[src/rtl/fib_pkg.sv]
// rtl/fib_pkg.sv - shared types and constants for the Fibonacci step sequencer
// Contents: FSM state enum, term reset values, default wrap limit,
//           8-bit binary to 3-digit BCD conversion (used when FIB_BCD_OUT_EN is defined).
package fib_pkg;

    typedef enum logic [1:0] {
        IDLE     = 2'd0,
        RUN      = 2'd1,
        STEP_ADV = 2'd2
    } fib_state_t;

    localparam logic [7:0] TERM_RST  = 8'd1;
    localparam logic [7:0] PREV_RST  = 8'd0;
    localparam logic [7:0] LIMIT_DEF = 8'hDA;
    localparam logic [3:0] INDEX_RST = 4'd1;

    // Double-dabble: before each shift, any BCD digit >= 5 gets +3 so the
    // shift carries correctly into the next decimal digit.
    function automatic logic [11:0] bin_to_bcd(input logic [7:0] bin);
        logic [19:0] sh;
        sh = {12'd0, bin};
        for (int i = 0; i < 8; i++) begin
            if (sh[11:8]  >= 4'd5) sh[11:8]  = sh[11:8]  + 4'd3;
            if (sh[15:12] >= 4'd5) sh[15:12] = sh[15:12] + 4'd3;
            if (sh[19:16] >= 4'd5) sh[19:16] = sh[19:16] + 4'd3;
            sh = sh << 1;
        end
        return sh[19:8];
    endfunction

endpackage

[src/rtl/fib_tick_prescaler.sv]
// rtl/fib_tick_prescaler.sv - free-running advance prescaler for RUN mode
// Ports: CLK_IN clock, RST_N async active-high reset, clear (sync, wins),
//        enable (count while high, hold while low), tick (strobe at count TICK_DIV-1).
module fib_tick_prescaler #(
    parameter int TICK_DIV = 12_000_000,
    parameter int CNT_W    = 24
) (
    input  logic CLK_IN,
    input  logic RST_N,
    input  logic clear,
    input  logic enable,
    output logic tick
);

    localparam logic [CNT_W-1:0] CNT_LAST = CNT_W'(TICK_DIV - 1);

    logic [CNT_W-1:0] count;

    // Combinational so the advance lands on the same edge the count wraps.
    assign tick = enable && (count == CNT_LAST);

    always_ff @(posedge CLK_IN or posedge RST_N) begin
        if (RST_N) begin
            count <= '0;
        end else if (clear) begin
            count <= '0;
        end else if (enable) begin
            if (tick) count <= '0;
            else      count <= count + 1'b1;
        end
    end

endmodule

[src/rtl/fib_step_sequencer.sv]
// rtl/fib_step_sequencer.sv - Fibonacci term sequencer: free-run, single-step, clear
// Ports: CLK_IN clock, RST_N async active-high reset, RUN_EN free-run level,
//        STEP button level (rising edge = one advance), CLEAR sync return to index 1,
//        TERM current term, INDEX 1..12, TERM_VALID / WRAP one-cycle strobes,
//        BUSY high in RUN, BCD (only with FIB_BCD_OUT_EN) decimal digits of TERM.
module fib_step_sequencer
    import fib_pkg::*;
#(
    parameter int         TICK_DIV = 12_000_000,
    parameter int         CNT_W    = 24,
    parameter logic [7:0] LIMIT    = LIMIT_DEF
) (
    input  logic        CLK_IN,
    input  logic        RST_N,
    input  logic        RUN_EN,
    input  logic        STEP,
    input  logic        CLEAR,
    output logic [7:0]  TERM,
    output logic [3:0]  INDEX,
    output logic        TERM_VALID,
    output logic        WRAP,
    output logic        BUSY
`ifdef FIB_BCD_OUT_EN
    ,
    output logic [11:0] BCD
`endif
);

    fib_state_t state, state_next;
    logic [7:0] cur, cur_next;
    logic [7:0] prev, prev_next;
    logic [3:0] idx, idx_next;
    logic       tv_next, wrap_next;
    logic       step_d;
    logic       step_rise;
    logic       do_adv;
    logic       tick;
    logic [8:0] sum;

    assign step_rise = STEP && !step_d;
    assign sum       = {1'b0, cur} + {1'b0, prev};

    // Entering RUN restarts the count from zero; leaving RUN holds it.
    fib_tick_prescaler #(
        .TICK_DIV (TICK_DIV),
        .CNT_W    (CNT_W)
    ) u_prescaler (
        .CLK_IN (CLK_IN),
        .RST_N  (RST_N),
        .clear  (CLEAR || (state == IDLE && RUN_EN)),
        .enable (state == RUN && RUN_EN),
        .tick   (tick)
    );

    always_comb begin
        state_next = state;
        cur_next   = cur;
        prev_next  = prev;
        idx_next   = idx;
        tv_next    = 1'b0;
        wrap_next  = 1'b0;
        do_adv     = 1'b0;

        case (state)
            IDLE: begin
                if (RUN_EN)         state_next = RUN;
                else if (step_rise) state_next = STEP_ADV;
            end
            RUN: begin
                if (!RUN_EN)   state_next = IDLE;
                else if (tick) do_adv = 1'b1;
            end
            STEP_ADV: begin
                do_adv     = 1'b1;
                state_next = IDLE;
            end
            default: state_next = IDLE;
        endcase

        if (do_adv) begin
            tv_next = 1'b1;
            if (sum >= {1'b0, LIMIT}) begin
                cur_next  = TERM_RST;
                prev_next = PREV_RST;
                idx_next  = INDEX_RST;
                wrap_next = 1'b1;
            end else begin
                prev_next = cur;
                cur_next  = sum[7:0];
                idx_next  = idx + 4'd1;
            end
        end

        // CLEAR overrides any advance in the same cycle.
        if (CLEAR) begin
            cur_next  = TERM_RST;
            prev_next = PREV_RST;
            idx_next  = INDEX_RST;
            tv_next   = 1'b1;
            wrap_next = 1'b0;
            if (state == STEP_ADV) state_next = IDLE;
        end
    end

    always_ff @(posedge CLK_IN or posedge RST_N) begin
        if (RST_N) begin
            state      <= IDLE;
            cur        <= TERM_RST;
            prev       <= PREV_RST;
            idx        <= INDEX_RST;
            TERM_VALID <= 1'b0;
            WRAP       <= 1'b0;
            BUSY       <= 1'b0;
            step_d     <= 1'b0;
        end else begin
            state      <= state_next;
            cur        <= cur_next;
            prev       <= prev_next;
            idx        <= idx_next;
            TERM_VALID <= tv_next;
            WRAP       <= wrap_next;
            BUSY       <= (state_next == RUN);
            step_d     <= STEP;
        end
    end

    assign TERM  = cur;
    assign INDEX = idx;

`ifdef FIB_BCD_OUT_EN
    always_ff @(posedge CLK_IN or posedge RST_N) begin
        if (RST_N) BCD <= 12'h001;
        else       BCD <= bin_to_bcd(cur_next);
    end
`endif

endmodule

[config.mk]
export PLATFORM = sky130hd
export DESIGN_NAME = fib_step_sequencer
export DESIGN_NICKNAME = d
export VERILOG_FILES = /design/src/rtl/fib_pkg.sv /design/src/rtl/fib_tick_prescaler.sv /design/src/rtl/fib_step_sequencer.sv
export SDC_FILE = /design/constraint.sdc
export NUM_CORES = 1
export LEC_CHECK = 0
export BUFFER_PORTS_ARGS = -buffer_cell sky130_fd_sc_hd__buf_4
export CAP_MARGIN = 30
export CELL_PAD_IN_SITES_DETAIL_PLACEMENT = 0
export CELL_PAD_IN_SITES_GLOBAL_PLACEMENT = 1
export CORE_ASPECT_RATIO = 1.25
export CORE_UTILIZATION = 42
export CTS_CLUSTER_SIZE = 14
export DETAILED_ROUTE_END_ITERATION = 16
export PLACE_DENSITY = 0.85
export SYNTH_ARGS = -nofsm -noshare
export SYNTH_HDL_FRONTEND = slang
export SYNTH_SLANG_ARGS = --single-unit
export TNS_END_PERCENT = 50
[constraint.sdc]
create_clock -name CLK_IN -period 2.65 [get_ports CLK_IN]
set_input_delay 0.53 -clock CLK_IN [delete_from_list [all_inputs] [get_ports CLK_IN]]
set_output_delay 0.53 -clock CLK_IN [all_outputs]
set_load 0.01 [all_outputs]
# --- Yosys cells after proc, flatten, opt, wreduce, memory -nomap -nowiden ---
# Index checks and enable logic that the tools add are counted.
op_classes:
  addsub: 3
  n_mul: 0
  div: 0
  order_cmp: 1
  n_eq_ne: 4
  n_shift: 0
  n_mux: 26
  bitwise_logic: 0
  n_reduce_logical: 9
ops:
  columns: ["cell", "count"]
  rows:
  - ["two-way mux 24 bit", 3]
  - ["two-way mux 8 bit", 6]
  - ["adder 24 x 1 -> 24 bit, second input constant", 1]
  - ["== test 24 bit, second input constant", 1]
  - ["two-way mux 4 bit", 3]
  - ["two-way mux 2 bit", 5]
  - ["adder 8 x 8 -> 9 bit", 1]
  - [">= comparator 9 x 8 -> 1 bit, second input constant", 1]
  - ["two-way mux 1 bit", 7]
  - ["adder 4 x 1 -> 4 bit, second input constant", 1]
  - ["== test 2 x 1 -> 1 bit, second input constant", 2]
  - ["logical AND 1 bit", 4]
  - ["one-hot mux 2 bit (2 select lines)", 1]
  - ["nonzero test 2 bit", 2]
  - ["== test 2 bit, second input constant", 1]
  - ["logical NOT 2 bit", 1]
  - ["one-hot mux 1 bit (2 select lines)", 1]
  - ["logical NOT 1 bit", 1]
  - ["logical OR 1 bit", 1]
word_totals:
  ff_bits: 50
  latch_bits: 0
  ram_bits: 0
  rom_bits: 0
  inputBits: 5
  n_memories: 0

# --- Depth between registers and ports, before layout ---
depth:
  ltp_word: 8
  depth_mapped: 10
  depth_no_buf: 8

# --- Modules after synthesis ---
# From an unflattened synthesis, not the netlist that was laid out.
hier_totals:
  cells_unflattened: 304
  area_unflattened_um2: 2900.3
by_module_without_submodules:
  columns: ["mod", "n_inst", "cells_each", "area_per_inst_um2"]
  rows:
  - ["fib_step_sequencer", 1, 158, 1544.0]
  - ["fib_tick_prescaler", 1, 146, 1356.3]

# --- Least setup slack after synthesis ---
# No wires, ideal clock.
synth_timing:
  path_type: "register to register"
  start: "reg cur[0], in the netlist TERM[0]"
  end: "reg idx[1], in the netlist INDEX[1]"
  setup_time_ns: 0.136
  t_arrival_ns: 2.557
  slack_ns: -0.043
  stages_incl_launch_ff: 11
  n_path_buf: 2
  cell_sequence: "dfstp_2 > ha_1 > fa_1 > a211oi_4 > o21bai_1 > a21oi_2 > or4b_1 > a21oi_1 > buf_4 > buf_6 > o32ai_1"
synth_between:
  elab_chain_cells: 5
synth_lines:
  columns: ["item", "line", "rtl"]
  rows:
  - ["from (decl)", "fib_step_sequencer.sv:30", "logic [7:0] cur, cur_next;"]
  - ["from (signal assigned)", "fib_step_sequencer.sv:117", "cur <= cur_next;"]
  - ["adder 8 x 8 -> 9 bit", "fib_step_sequencer.sv:41", "assign sum = {1'b0, cur} + {1'b0, prev};"]
  - [">= comparator 9 x 8 -> 1 bit", "fib_step_sequencer.sv:82", "if (sum >= {1'b0, LIMIT}) begin"]
  - ["two-way mux 4 bit", "fib_step_sequencer.sv:82", null]
  - ["two-way mux 4 bit", "fib_step_sequencer.sv:80", "if (do_adv) begin"]
  - ["two-way mux 4 bit", "fib_step_sequencer.sv:95", "if (CLEAR) begin"]
  - ["to (signal assigned)", "fib_step_sequencer.sv:119", "idx <= idx_next;"]
  - ["to (decl)", "fib_step_sequencer.sv:32", "logic [3:0] idx, idx_next;"]
# Every way passes these cells. The select of a mux whose other input is x is not followed.
# A chain may end at the register's enable or synchronous reset.

# --- Worst setup path after layout ---
layout_timing:
  start: "reg prev[0]"
  end: "reg prev[5]"
layout_between:
  elab_chain_cells: 5
layout_lines:
  columns: ["item", "line", "rtl"]
  rows:
  - ["from (decl)", "fib_step_sequencer.sv:31", "logic [7:0] prev, prev_next;"]
  - ["from (signal assigned)", "fib_step_sequencer.sv:118", "prev <= prev_next;"]
  - ["adder 8 x 8 -> 9 bit", "fib_step_sequencer.sv:41", null]
  - [">= comparator 9 x 8 -> 1 bit", "fib_step_sequencer.sv:82", null]
  - ["two-way mux 8 bit", "fib_step_sequencer.sv:82", null]
  - ["two-way mux 8 bit", "fib_step_sequencer.sv:80", null]
  - ["two-way mux 8 bit", "fib_step_sequencer.sv:95", null]
# Every way passes these cells. The select of a mux whose other input is x is not followed.

==> run summary <==
crit path launch type = flop
violated checks = negative setup slack
Compound-Gate Fraction of Synth Area = 0.165
Post-Synth Simple-Gate Area = 0.259
largest family of logic cells by synthesized area = simple AND/OR/NAND/NOR gates
Slew Limit Headroom = 0.569
clk slew on worst S/H paths = 0.10 ns
Routed Antenna Nets = 0
RSZ-0062 raised after global routing = yes
global-route wire length before repair = 12300 um
vias in the first global route = 2695
Initial Util = 0.434
Slew Viols, Final = 0
Synth Instances = 328
CP required = 2.83 ns
worst-margin pin slew = 0.644 ns
detailed-route wire length per cell = 16.1 um
final hold vios = 0
worst min-delay path class = input port to asynchronous set/reset pin
Mapped Area = 0.00303 mm2
async set-or-reset flop fraction in the synthesized netlist = 1.00
fin crit period = 2.69 ns
final period utilization = 1.01
most frequent cells in the layout = dfrtp_1, buf_4, nor2_1
total grt overflow = 0
Final Core Density = 0.530
I/O pin count = 20
final WL = 7370 um
Avg Cell Area, Syn = 9.24 um2
Setup CP Type = flop to flop
crit end category = flop
Sequential cell area = 0.00125 mm2
Max Cap Viol = 0
final setup vio count = 18
Hold Buf Count CTS = 0
area of the multi-input gates = 0.00176 mm2
Tot Pwr = 1.82 mW
Vias per Instance = 5.77
Worst Path Max Fanout = 7
n_diodes = 0
Pwr Density = 491 mW/mm2
initial antenna violation count = 0
status = finished with violations
setup ws final = -0.0379 ns
htree depth = 2
Port Buffers = 19
Post-synth EDFFs = 0
Synth Flop Type = dfrtp_1
CTS Sinks = 50
DR pass1 iterations = 4
Row Count = 34
Die W = 78.0 um
share of post-route cells with drive strength above 1 = 0.228
largest net degree at the start of global routing = 26
vias after detailed routing = 2644
CTS tree = built
Iter 0 DRT Violations = 86
Yosys warnings = 0
commonest non-fill, non-tap cell in the layout = dfrtp_1
sequential element share of the synthesized area = 0.414
crit path DAT = 2.87 ns
P_leak = 1.59 nW
worst vdd ir = 0.000315 V
Root Driver = clkbuf_8
Yosys cell types = 63
dpl hpwl = 5070 um
DR DRC count = 0
Final GP Congestion = 0.851
#FFs+latches synth = 50
clk_lat worst skew = 0.31 ns
post-synth net total = 347
total track usage = 0.204
nets@finish = 386
xor-xnor portion of the synthesized cell area = 0.0492
mux cell area share after synthesis = 0.00991
CTS max path bufs = 2
die height = 97.0 um
adder-cell area share of the yosys netlist = 0.0603
Area growth, synth to finish = 22.2%
fmax = 372 MHz
Total Die Area = 0.00756 mm2
Clock Skew = 0.0156 ns
CTS Buf Count = 5
Fillers = 634
core area = 0.00698 mm2
## report_power, final
part	internal, mW	switching [mW]	leakage (nW)	total (mW)
sequential	0.792	0.0238	0.684	0.816
clock	0.403	0.269	0.0714	0.672
combinational	0.123	0.208	0.837	0.331
total	1.32	0.501	1.59	1.82
## kinds of logic after synthesis
| logic type | count (synthesis) |
|---|---|
| DFF | 50 |
| buffers and inverters | 30 |
| adders and majority gates | 14 |
| and+or+nand+nor | 148 |
| muxes | 3 |
| AOI/OAI and AO/OA | 66 |
| xor gates and xnor gates | 17 |
## sequential cells by signal (all words and copies together), names as in the netlist
signal and flops:
u_prescaler.count 24, state 2, step_d 1, WRAP 1, INDEX 4, TERM_VALID 1
prev 8, TERM 8, BUSY 1
## worst paths after layout
check	start	to	slack (ns)	cells after the start
hold reg to reg	u_prescaler.count[6]	u_prescaler.count[6]	0.50	1
setup / recovery	prev[0]	prev[5]	-0.04	10
hold / removal	RST_N	u_prescaler.count[18]	0.16	2
setup reg to reg	prev[0]	prev[5]	-0.04	10
min in group CLK_IN	STEP	step_d	0.33	1
max in group asynchronous	RST_N	TERM[0]	1.79	3
## critical path, cell delays in order, from the launching register on
cell,delay [ns]
dfrtp_1,0.40
ha_2,0.19
fa_2,0.37
a211oi_4,0.28
buf_6,0.15
o21bai_4,0.06
a21oi_2,0.16
or4b_4,0.49
a21oi_4,0.22
buf_6,0.17
o32ai_1,0.09
## synthesized netlist by cell type (4+ instances only)
cell type	number	area share
and2_1	6	0.012
nand3_1	21	0.035
xnor2_1	8	0.023
nor2b_1	6	0.012
clkbuf_1	7	0.0087
nand4_1	7	0.014
nor4_1	6	0.012
a21oi_1	8	0.013
or3_1	6	0.012
nor3_1	7	0.012
inv_1	16	0.020
dfrtp_1	48	0.40
ha_1	13	0.054
xor2_1	9	0.026
o31ai_1	6	0.015
buf_2	4	0.0066
nand2_1	29	0.036
and3_1	8	0.017
o32ai_1	7	0.020
o21ai_0	12	0.020
nor2_1	34	0.042
## area by class of cell
| class | instances | area share |
|---|---|---|
| clock buffer | 6 | 0.0223 |
| clock inverter | 2 | 0.0162 |
| inverter | 17 | 0.0172 |
| multi-input combinational | 248 | 0.475 |
| sequential | 50 | 0.339 |
| tap | 90 | 0.0304 |
| timing repair buffer | 45 | 0.0997 |
## through the flow
| step | cells | cell area, um2 | setup TNS (ns) | worst slack [ns] | hold WS (ns) |
|---|---|---|---|---|---|
| 3_3_place_gp | 441 | 3360 | -0.00526 | -0.00526 | 0.454 |
| 5_1_grt | 458 | 3700 | -2.19 | -0.139 | 0.187 |
| 6_report | 458 | 3700 | -0.390 | -0.0379 | 0.164 |
| 4_1_cts | 454 | 3620 | 0 | 0.00309 | 0.178 |
| 3_5_place_dp | 441 | 3360 | -0.237 | -0.144 | 0.482 |
| 2_1_floorplan | 328 | 3030 | 0 | 0.0205 | 0.440 |
## per-layer routing
layer  up-vias  share of wire  global-route usage
li1       1277              -                   -
met1      1313           0.43               0.245
met2        48           0.53               0.361
met3         6          0.032              0.0302
met4         0          0.012              0.0826
met5         -              0                   0
## timing repair
| action | CTS | global route |
|---|---|---|
| buffers inserted | 4 | 4 |
| endpoints found under the setup margin | 14 | 23 |
| resized for setup | 20 | 8 |
| pin swaps | 10 | 11 |
| endpoints found under the hold margin | 0 | 0 |
| cloned | 1 | 0 |
(Power assumes the default switching activity.)
